==> src/rtl/dbus_arbiter.sv <==
// Round-robin arbiter sharing one downstream data bus between two masters,
// with an ID FIFO that routes each response back to the requester that issued it.
module dbus_arbiter #(
    parameter int MAX_OUT = 4
) (
    input  logic             clk,
    input  logic             reset,
    input  logic [1:0]       up_req,
    input  logic [1:0]       up_is_write,
    input  logic [1:0][31:0] up_addr,
    input  logic [1:0][31:0] up_data,
    input  logic [1:0][1:0]  up_size,
    input  logic [1:0][3:0]  up_write_en,
    output logic [1:0]       up_addr_ok,
    output logic [1:0]       up_data_ok,
    output logic [31:0]      up_rdata,
    output logic             dn_req,
    output logic             dn_is_write,
    output logic [31:0]      dn_addr,
    output logic [31:0]      dn_data,
    output logic [1:0]       dn_size,
    output logic [3:0]       dn_write_en,
    input  logic             dn_addr_ok,
    input  logic             dn_data_ok,
    input  logic [31:0]      dn_rdata,
    output logic             busy
);

    localparam int PTR_W = $clog2(MAX_OUT);
    localparam int CNT_W = PTR_W + 1;

    typedef enum logic {
        IDLE,
        HOLD
    } state_t;

    state_t             state_q, state_d;
    logic               g_q, g_d;
    logic               last_g_q, last_g_d;
    logic [PTR_W-1:0]   wr_ptr_q, wr_ptr_d;
    logic [PTR_W-1:0]   rd_ptr_q, rd_ptr_d;
    logic [CNT_W-1:0]   count_q, count_d;
    logic [MAX_OUT-1:0] fifo_q, fifo_d;

    logic sel;
    logic grant;
    logic accept;
    logic pop;
    logic full;
    logic head;

    // Full is judged on the registered count, so a same-cycle pop never opens a slot early.
    assign full = (count_q == CNT_W'(MAX_OUT));
    assign head = fifo_q[rd_ptr_q];
    assign pop  = dn_data_ok && (count_q != '0);

    always_comb begin
        sel     = g_q;
        grant   = 1'b0;
        state_d = state_q;
        g_d     = g_q;
        case (state_q)
            IDLE: begin
                if (!full && (up_req != 2'b00)) begin
                    grant = 1'b1;
                    if (up_req == 2'b11) begin
                        sel = ~last_g_q;
                    end else begin
                        sel = up_req[1];
                    end
                    if (!dn_addr_ok) begin
                        state_d = HOLD;
                        g_d     = sel;
                    end
                end
            end
            HOLD: begin
                sel   = g_q;
                grant = up_req[g_q];
                if (!up_req[g_q] || dn_addr_ok) begin
                    state_d = IDLE;
                end
            end
            default: begin
                state_d = IDLE;
            end
        endcase
    end

    assign accept   = grant && dn_addr_ok;
    assign last_g_d = accept ? sel : last_g_q;

    always_comb begin
        dn_req      = grant;
        dn_is_write = 1'b0;
        dn_addr     = '0;
        dn_data     = '0;
        dn_size     = '0;
        dn_write_en = '0;
        if (grant) begin
            dn_is_write = up_is_write[sel];
            dn_addr     = up_addr[sel];
            dn_data     = up_data[sel];
            dn_size     = up_size[sel];
            dn_write_en = up_write_en[sel];
        end
    end

    assign up_addr_ok = {2{accept}} & {sel, ~sel};
    assign up_data_ok = {2{pop}} & {head, ~head};
    assign up_rdata   = dn_rdata;
    assign busy       = (count_q != '0) || (state_q == HOLD);

    always_comb begin
        fifo_d   = fifo_q;
        wr_ptr_d = wr_ptr_q;
        rd_ptr_d = rd_ptr_q;
        count_d  = count_q;
        if (accept) begin
            fifo_d[wr_ptr_q] = sel;
            wr_ptr_d         = wr_ptr_q + PTR_W'(1);
        end
        if (pop) begin
            rd_ptr_d = rd_ptr_q + PTR_W'(1);
        end
        case ({accept, pop})
            2'b10:   count_d = count_q + CNT_W'(1);
            2'b01:   count_d = count_q - CNT_W'(1);
            default: count_d = count_q;
        endcase
    end

    always_ff @(posedge clk) begin
        if (reset) begin
            state_q  <= IDLE;
            g_q      <= 1'b0;
            last_g_q <= 1'b1;
            wr_ptr_q <= '0;
            rd_ptr_q <= '0;
            count_q  <= '0;
            fifo_q   <= '0;
        end else begin
            state_q  <= state_d;
            g_q      <= g_d;
            last_g_q <= last_g_d;
            wr_ptr_q <= wr_ptr_d;
            rd_ptr_q <= rd_ptr_d;
            count_q  <= count_d;
            fifo_q   <= fifo_d;
        end
    end

endmodule

==> config.mk <==
export PLATFORM = sky130hd
export DESIGN_NAME = dbus_arbiter
export DESIGN_NICKNAME = d
export VERILOG_FILES = /design/src/rtl/dbus_arbiter.sv
export SDC_FILE = /design/constraint.sdc
export NUM_CORES = 1
export LEC_CHECK = 0
export ABC_AREA = 0
export CORE_AREA = 8 8 105 107
export CTS_CLUSTER_DIAMETER = 100
export DETAILED_ROUTE_END_ITERATION = 10
export DIE_AREA = 0 0 113 115
export GPL_ROUTABILITY_DRIVEN = 1
export PLACE_DENSITY_LB_ADDON = 0.05
export SETUP_SLACK_MARGIN = 0.3
export SYNTH_ARGS = -nofsm -noshare
export SYNTH_HDL_FRONTEND = slang
export SYNTH_SLANG_ARGS = --single-unit
export TNS_END_PERCENT = 30
==> constraint.sdc <==
create_clock -name clk -period 6.5 [get_ports clk]
set_clock_uncertainty 0.1 [all_clocks]
set_input_delay 1.3 -clock clk [delete_from_list [all_inputs] [get_ports clk]]
set_output_delay 1.3 -clock clk [all_outputs]
set_load 0.1 [all_outputs]
==> metrics.md, run 1 <==
| Metric | Value |
|---|---|
| Status | completed |
| DRT Pass-1 Iters | 4 |
| Synth Area in Simple Gates | between 30% and 40% |
| Clock tree sinks | 14 |
| Maximum number of pins on one net before global-route repair | 73 |
| Combinational Power Share | between 80% and 90% |
| Fin crit period | 5.124 ns |
| ANT nets after route | 0 |
| Compound-Gate Fraction of Synth Area | 26.16% |
| Congestion Overflow GR | 0 |
| Post-route total power | 1.818 mW |
| Main synth FF type | dfxtp_1 |
| Worst setup EP type | output port |
| Max-slew headroom at the worst pin | 35.36% |
| Worst Path Required | 5.10 ns |
| Flop pwr share | between 6 and 7% |
| Top cell type by total area after synthesis | nand4_1 |
| Drt wl/cell | 18.65 µm |
| Initial DRC Count | ~250 |
| CTS root buf | clkbuf_8 |
| Setup TNS | 0 ns |
| First-pass GRT wire length | 17,680 µm |
| Clock share of power | between 4 and 5% |
| Fillers | approximately 990 |
| Final GP Congestion | 0.8094 |
| WS Path Type | in2out |
| Mux contribution to synthesized area | about 2.2% |
| CP arrival | 3.72 ns |
| Vias | 3,231 |
| Slowest stage delay, CP | 0.72 ns |
| Deepest clock path buffer count | 2 |
| Cells after synthesis | approximately 360 |
| Register bit total from synthesis | 14 |
| Die area | roughly 0.013 mm² |
| # nets final | 712 |
| PD cells | 419.8 mW/mm² |
| Static leakage | 1.807 nW |
| Tcrit/Tclk final | 78.84% |
| I/O pins | 289 |
| # rows | 36 |
| XOR/XNOR share of the synthesized area | 1.799% |
| Switching Share | 70.36% |
| Synthesized area | between 0.002 and 0.0025 mm² |
| CP startpoint kind | input port |
| Post-synth net total | 549 |
| Post-synthesis adder-cell area fraction | 3.392% |
| Setup-failing EPs final | 0 |
| Vias in the first global route | 3,222 |
| CTS H-tree depth | 1 |
| Most frequent cells in the layout | clkdlybuf4s50_1 (150), buf_4 (77), nand2_1 (72) |
| Synthesis Warnings | 0 |
| Core footprint | 0.009459 mm² |
| Reg-to-reg slack, setup | 3.75 ns |
| Hold Fails Final Rpt | 0 |
| Seq/Total Area, Yosys | 11.51% |
| EDFF count, synth | 0 |
| Worst path cell trace | clkdlybuf4s50_1 > o21bai_1 > o2bb2ai_4 > buf_4 > nand2_1 > o21ai_2 > buf_4 |
| Crit path to | dn_data[0] |
| Share of Yosys cell area claimed by the top area cell type | a little under a fifth |
| Detailed Route WL | 11,920 µm |
| Crit Path Max Fanout | 33 |
| Total Routing Usage GR | 16.47% |
| Layout cells sized above 1 | 24.76% |
| Worst Setup SP | up_req[1] |
| Synth cell types | 40 |
| Highest-delay cell along the critical path | o2bb2ai_4 |
| CTS tree | built |
| Post-route DRC | 0 |
| PortBufs | between 200 and 250 |
| Post-layout util | 45.78% |
| Slew Limit Fails | 0 |
| Worst reg2reg startpoint | g_q |
| Initial antenna violation count | 0 |
| Post-CTS Hold Buffers | 0 |
| Die H | 115 µm |
| Max VDD drop | between 0.2 and 0.25 mV |
| Final Worst Setup Slack | between 1 and 1.5 ns |
| Diodes inserted | 0 |
| Sw Pwr | 1.279 mW |
| Unrepaired setup endpoints after global routing | false |
| Measured slew at the worst slew-check pin | 0.9666 ns |
| Internal | 0.5388 mW |
| Most common cell after layout, fill and taps aside | clkdlybuf4s50_1 |
| Resized Gates After CTS | 0 |
| Chip width | between 100 and 150 µm |
| Skew-Pair Late Insertion Delay | between 0.2 and 0.25 ns |
| R2r worst-path depth | 9 |
| CTS clock-pin slew for the worst setup and hold paths | roughly 0.06 ns |
| Synth async-reset ratio | 0% |
| Layout area overhead | 77.85% |
| Multi-input gate area | 0.001690 mm² |
| Setup bufs post-CTS | 0 |
| Largest family of logic cells by synthesized area | simple AND/OR/NAND/NOR gates |
| Max Cap Viol | 0 |
| Worst path most repeated cell | buf_4 |
| Largest cells by area after synthesis | nand4_1 (18%), o21ai_2 (14%), dfxtp_1 (12%), nand2_1 (11%), buf_4 (10%) |
| Mean cell area of the mapped netlist | roughly 6.7 µm² |
| Starting Density | 25.74% |
| Worst Hold Class | reg2reg |
| Num CTS Buffers | 3 |
| DP HPWL | 9175 µm |
| Routed vias/inst | 5.056 |
| Worst slack at placement | 1.354 ns |
| Reg area | roughly 280 µm² |
| Max Clk Rate | 195.1 MHz |
| Reg2Reg Capture Point | count_q[2] |
worst max-delay path, delay by kind of cell:
kind | cells | cell delay [ns]
AO/OA/AOI/OAI | 3 | 1.07
buffers and inverters | 3 | 1.22
AND/OR/NAND/NOR | 1 | 0.10
synth_stat cells, types with 2 or more instances:
master	count
nor2_1	10
o21ai_2	40
nand2_1	72
inv_1	6
and2_1	2
o21bai_1	2
xor2_1	3
o21ai_1	7
a311oi_1	4
buf_4	33
mux2i_1	2
clkbuf_2	3
xnor2_1	2
a21oi_1	6
nand4_1	71
buf_8	4
ha_1	5
buf_2	9
dfxtp_1	14
o21ai_0	26
clkbuf_1	22
nor2b_1	2
cell type report:
type | count | share of cell area (%)
Inverter | 6 | 0.5201
Tap cell | 114 | 3.294
Timing Repair Buffer | 230 | 49.41
Clock buffer | 4 | 1.271
Sequential cell | 14 | 6.472
Multi-Input combinational cell | 271 | 39.03
flip-flops by register name, indices dropped and copies added, names as in the netlist:
name,cells
g_q,1
rd_ptr_q,2
state_q,1
fifo_q,4
last_g_q,1
count_q,3
wr_ptr_q,2
power by group through the flow:
stage | sequential, mW | combinational [mW] | clock, mW
6_report | 0.126 | 1.61 | 0.0836
5_1_grt | 0.131 | 1.68 | 0.0906
4_1_cts | 0.127 | 1.62 | 0.0862
3_5_place_dp | 0.129 | 1.62 | 0
3_3_place_gp | 0.128 | 1.61 | 0
2_1_floorplan | 0.122 | 1.36 | 0
per-stage QoR:
stage,instances,area [µm²],hold WS [ns]
2_1_floorplan,363,2435,0.3704
3_3_place_gp,635,4275,0.4008
3_5_place_dp,635,4275,0.4173
4_1_cts,639,4330,0.4220
5_1_grt,639,4330,0.4618
6_report,639,4330,0.4153
worst min-delay path by stage:
stage	startpoint	endpoint	slack, ns	cells past startpoint
after global routing	fifo_q[3]	fifo_q[3]	0.46	2
after floorplan	last_g_q	last_g_q	0.37	2
after detailed placement	fifo_q[2]	fifo_q[2]	0.42	2
after global placement	fifo_q[0]	fifo_q[0]	0.40	2
final	fifo_q[2]	fifo_q[2]	0.42	2
after CTS	fifo_q[2]	fifo_q[2]	0.42	2
per-layer routing:
layer	share of wire (%)	up-vias	routed length (µm)	track usage, %
li1	-	1607	-	-
met1	39	1468	4654	18.71
met2	51	152	6063	30.24
met3	9.6	4	1139	5.515
met4	0.52	0	62	1.421
met5	0	-	0	0
kinds of logic after synthesis:
kind of cell               count (synthesis)
AOI/OAI and AO/OA                         89
xor gates and xnor gates                   5
buffers and inverters                     78
adders and majority gates                  6
DFF                                       14
muxes                                      4
and+or+nand+nor                          167
(Power assumes the default switching activity.)
==> run 2, diff against run 1 <==
Settings changed: CORE_AREA 8 8 105 107 to default, CORE_MARGIN from default to 8, CORE_UTILIZATION from default to 25, DIE_AREA 0 0 113 115 to default.
Clock period 6.5 ns to 4.3 ns, I/O delays scaled along.
==> run 2 against run 1 <==
Against the previous run:
- total power grew 79%
- first-iteration DRC count decreased by 39%
- critical path depth is 1 lower
- combinational power rose by 83%
- hold slack barely moved
- critical path type unchanged
- critical endpoint is now dn_addr[23]
==> metrics.md, run 2 (synthesis results as in run 1) <==
| Metric | Value |
|---|---|
| Status | completed |
| Unrepaired setup endpoints after global routing | true |
| Slew Limit Fails | 0 (unchanged) |
| Detailed Route WL | 12,670 µm (+6.3%) |
| Sw Pwr | 2.032 mW (+59%) |
| Die H | 114.7 µm (-0.27%) |
| Congestion Overflow GR | 0 (unchanged) |
| Max Clk Rate | 256.9 MHz |
| Crit path buf inv count | 2 (-1) |
| Slowest stage delay, CP | 0.64 ns (-0.08 ns) |
| Num CTS Buffers | 3 (unchanged) |
| Crit Path Max Fanout | 38 (+15%) |
| Largest Register | fifo_q |
| Diodes inserted | 0 (unchanged) |
| Initial antenna violation count | 0 (unchanged) |
| Worst setup EP type | output port |
| CTS H-tree depth | 1 (unchanged) |
| Post-route DRC | 0 (unchanged) |
| Internal | 1.229 mW (+130%) |
| Setup TNS | 0 ns (unchanged) |
| ANT nets after route | 0 (unchanged) |
| DRT Pass-1 Iters | 5 (+1) |
| Static leakage | 2.095 nW (+16%) |
| CTS clock-pin slew for the worst setup and hold paths | 0.06 ns (about the same) |
| Routed vias/inst | 4.954 (-2.0%) |
| Max-slew headroom at the worst pin | 35.01% (-0.35 points) |
| Clock share of power | 3.9% (-0.7 points) |
| Skew-Pair Late Insertion Delay | 0.24 ns (about the same) |
| Placed cell count | 653 (+2.8%) |
| Worst Path Required | 3.34 ns (-1.76 ns) |
| Fin crit period | 3.893 ns |
| Worst Hold Class | reg2reg |
| CTS tree | built |
| Finished Layout Cells | 658 (+3.0%) |
| Delay-heaviest family, CP | simple AND/OR/NAND/NOR gates |
| Clock tree sinks | 14 (unchanged) |
| I/O pins | 289 (unchanged) |
| Vias | 3,260 (+0.90%) |
| Combinational Power Share | 90.3% (+1.8 points) |
| Switching Share | 62.32% (-8.0 points) |
| Max reg flops | 4 (unchanged) |
| Starting Density | 25.38% (-0.36 points) |
| Total Routing Usage GR | 17.50% (+1.0 points) |
| CP arrival | 2.93 ns (-0.79 ns) |
| Highest-delay cell along the critical path | and2_4 |
| CP startpoint kind | input port |
| Worst path cell trace | clkdlybuf4s50_1 > o21bai_1 > nand3b_1 > and2_4 > o21ai_2 > buf_12 |
| Drt wl/cell | 19.25 µm (+3.2%) |
| Tcrit/Tclk final | between 90 and 100% |
| Fillers | 876 (-12%) |
| DP HPWL | 9613 µm (+4.8%) |
| # rows | 36 (unchanged) |
| Setup-failing EPs final | 0 (unchanged) |
| Maximum number of pins on one net before global-route repair | 81 (+11%) |
| PortBufs | 224 (unchanged) |
| Hold Fails Final Rpt | 0 (unchanged) |
| Chip width | 114.7 µm (+1.5%) |
| Post-layout util | 54.98% (+9.2 points) |
| CTS root buf | clkbuf_8 |
| Die area | 0.01315 mm² (+1.2%) |
| Most frequent cells in the layout | clkdlybuf4s50_1 (148), buf_12 (76), nand2_1 (72) |
| First-pass GRT wire length | 18,620 µm (+5.3%) |
| Initial DRC Count | 149 (-39%) |
| Setup bufs post-CTS | 0 (unchanged) |
| Deepest clock path buffer count | 2 (unchanged) |
| # nets final | 712 (unchanged) |
| Max Cap Viol | 0 (unchanged) |
| Most common cell after layout, fill and taps aside | clkdlybuf4s50_1 |
| Max VDD drop | 0.3181 mV (+45%) |
| WS Path Type | in2out |
| Layout cells sized above 1 | 25.14% (+0.38 points) |
| Final GP Congestion | 0.7948 (-1.8%) |
| Core footprint | 0.009594 mm² (+1.4%) |
| Final Worst Setup Slack | 0.4070 ns (-0.9686 ns) |
| Vias in the first global route | 3,208 (-0.43%) |
| Worst slack at placement | -0.02579 ns (-1.380 ns) |
| PD cells | 618.1 mW/mm² (+47%) |
| Post-route total power | 3.261 mW (+79%) |
| Measured slew at the worst slew-check pin | 0.9718 ns (+0.005197 ns) |
| Layout area overhead | 116.6% |
| Leading registers by flop count | fifo_q x4, count_q x3 |
| Flop pwr share | 5.9% (-1.0 points) |
run 2: cell types whose count changed in the layout (fill, tap and decap cells not counted):
cell,change
clkdlybuf4s50_1,-2
buf_4,-74
o21ai_1,+3
o21ai_0,-3
buf_12,+73
and2_4,+1
buf_6,+1
buf_8,+1
run 2: timing repair:
| item | 4_1_cts | 5_1_grt |
|---|---|---|
| endpoints found under the hold margin | 0 | 0 |
| setup endpoints to repair | 72 | 43 |
| gates cloned | 1 | 0 |
| gates resized for setup | 2 | 4 |
| pin swaps | 0 | 0 |
| hold buffers | 0 | 0 |
run 2: power groups by stage:
stage          logic (mW)  registers [mW]  clock network [mW]
4_1_cts              2.96           0.192               0.129
5_1_grt              3.06           0.196               0.135
6_report             2.94           0.192               0.126
3_5_place_dp         2.95           0.194                   0
3_3_place_gp         2.94           0.192                   0
2_1_floorplan        2.05           0.184                   0
run 2: path summary, 6_finish.rpt:
kind	from	end	slack (ns)	cells past startpoint
worst max-delay path	up_req[1]	dn_addr[23]	0.41	6
worst min-delay path	fifo_q[0]	fifo_q[0]	0.42	2
worst min register to register	fifo_q[0]	fifo_q[0]	0.42	2
worst max register to register	g_q	count_q[2]	1.52	9
run 2: layer usage:
metal | up-vias | global-route usage [%] | wire [µm]
li1 | 1608 | - | -
met1 | 1474 | 19.06 | 4684
met2 | 170 | 32.42 | 6557
met3 | 8 | 6.013 | 1282
met4 | 0 | 2.539 | 142
met5 | - | 0 | 0
run 2: worst reg2reg max path: cells and delay by family (launching register included):
family                     cells  cell delay [ns]
AOI/OAI and AO/OA              2             0.54
DFF                            1             0.41
adders and majority gates      2             0.57
muxes                          1             0.40
xor gates and xnor gates       1             0.16
buffers and inverters          2             0.22
and+or+nand+nor                1             0.31
run 2: area by class of cell:
type                       count  area [µm²]  area share (%)
sequential                    14       280.3           5.313
timing repair buffer         229        3052           57.85
tap                          133       166.4           3.155
clock buffer                   4       55.05           1.044
multi-input combinational    272        1699           32.21
inverter                       6       22.52          0.4269
run 2: per-stage QoR:
step | area, µm² | hold WS, ns
2_1_floorplan | 2435 | 0.3704
3_3_place_gp | 5200 | 0.4009
3_5_place_dp | 5200 | 0.4120
4_1_cts | 5268 | 0.4182
5_1_grt | 5275 | 0.4487
6_report | 5275 | 0.4152
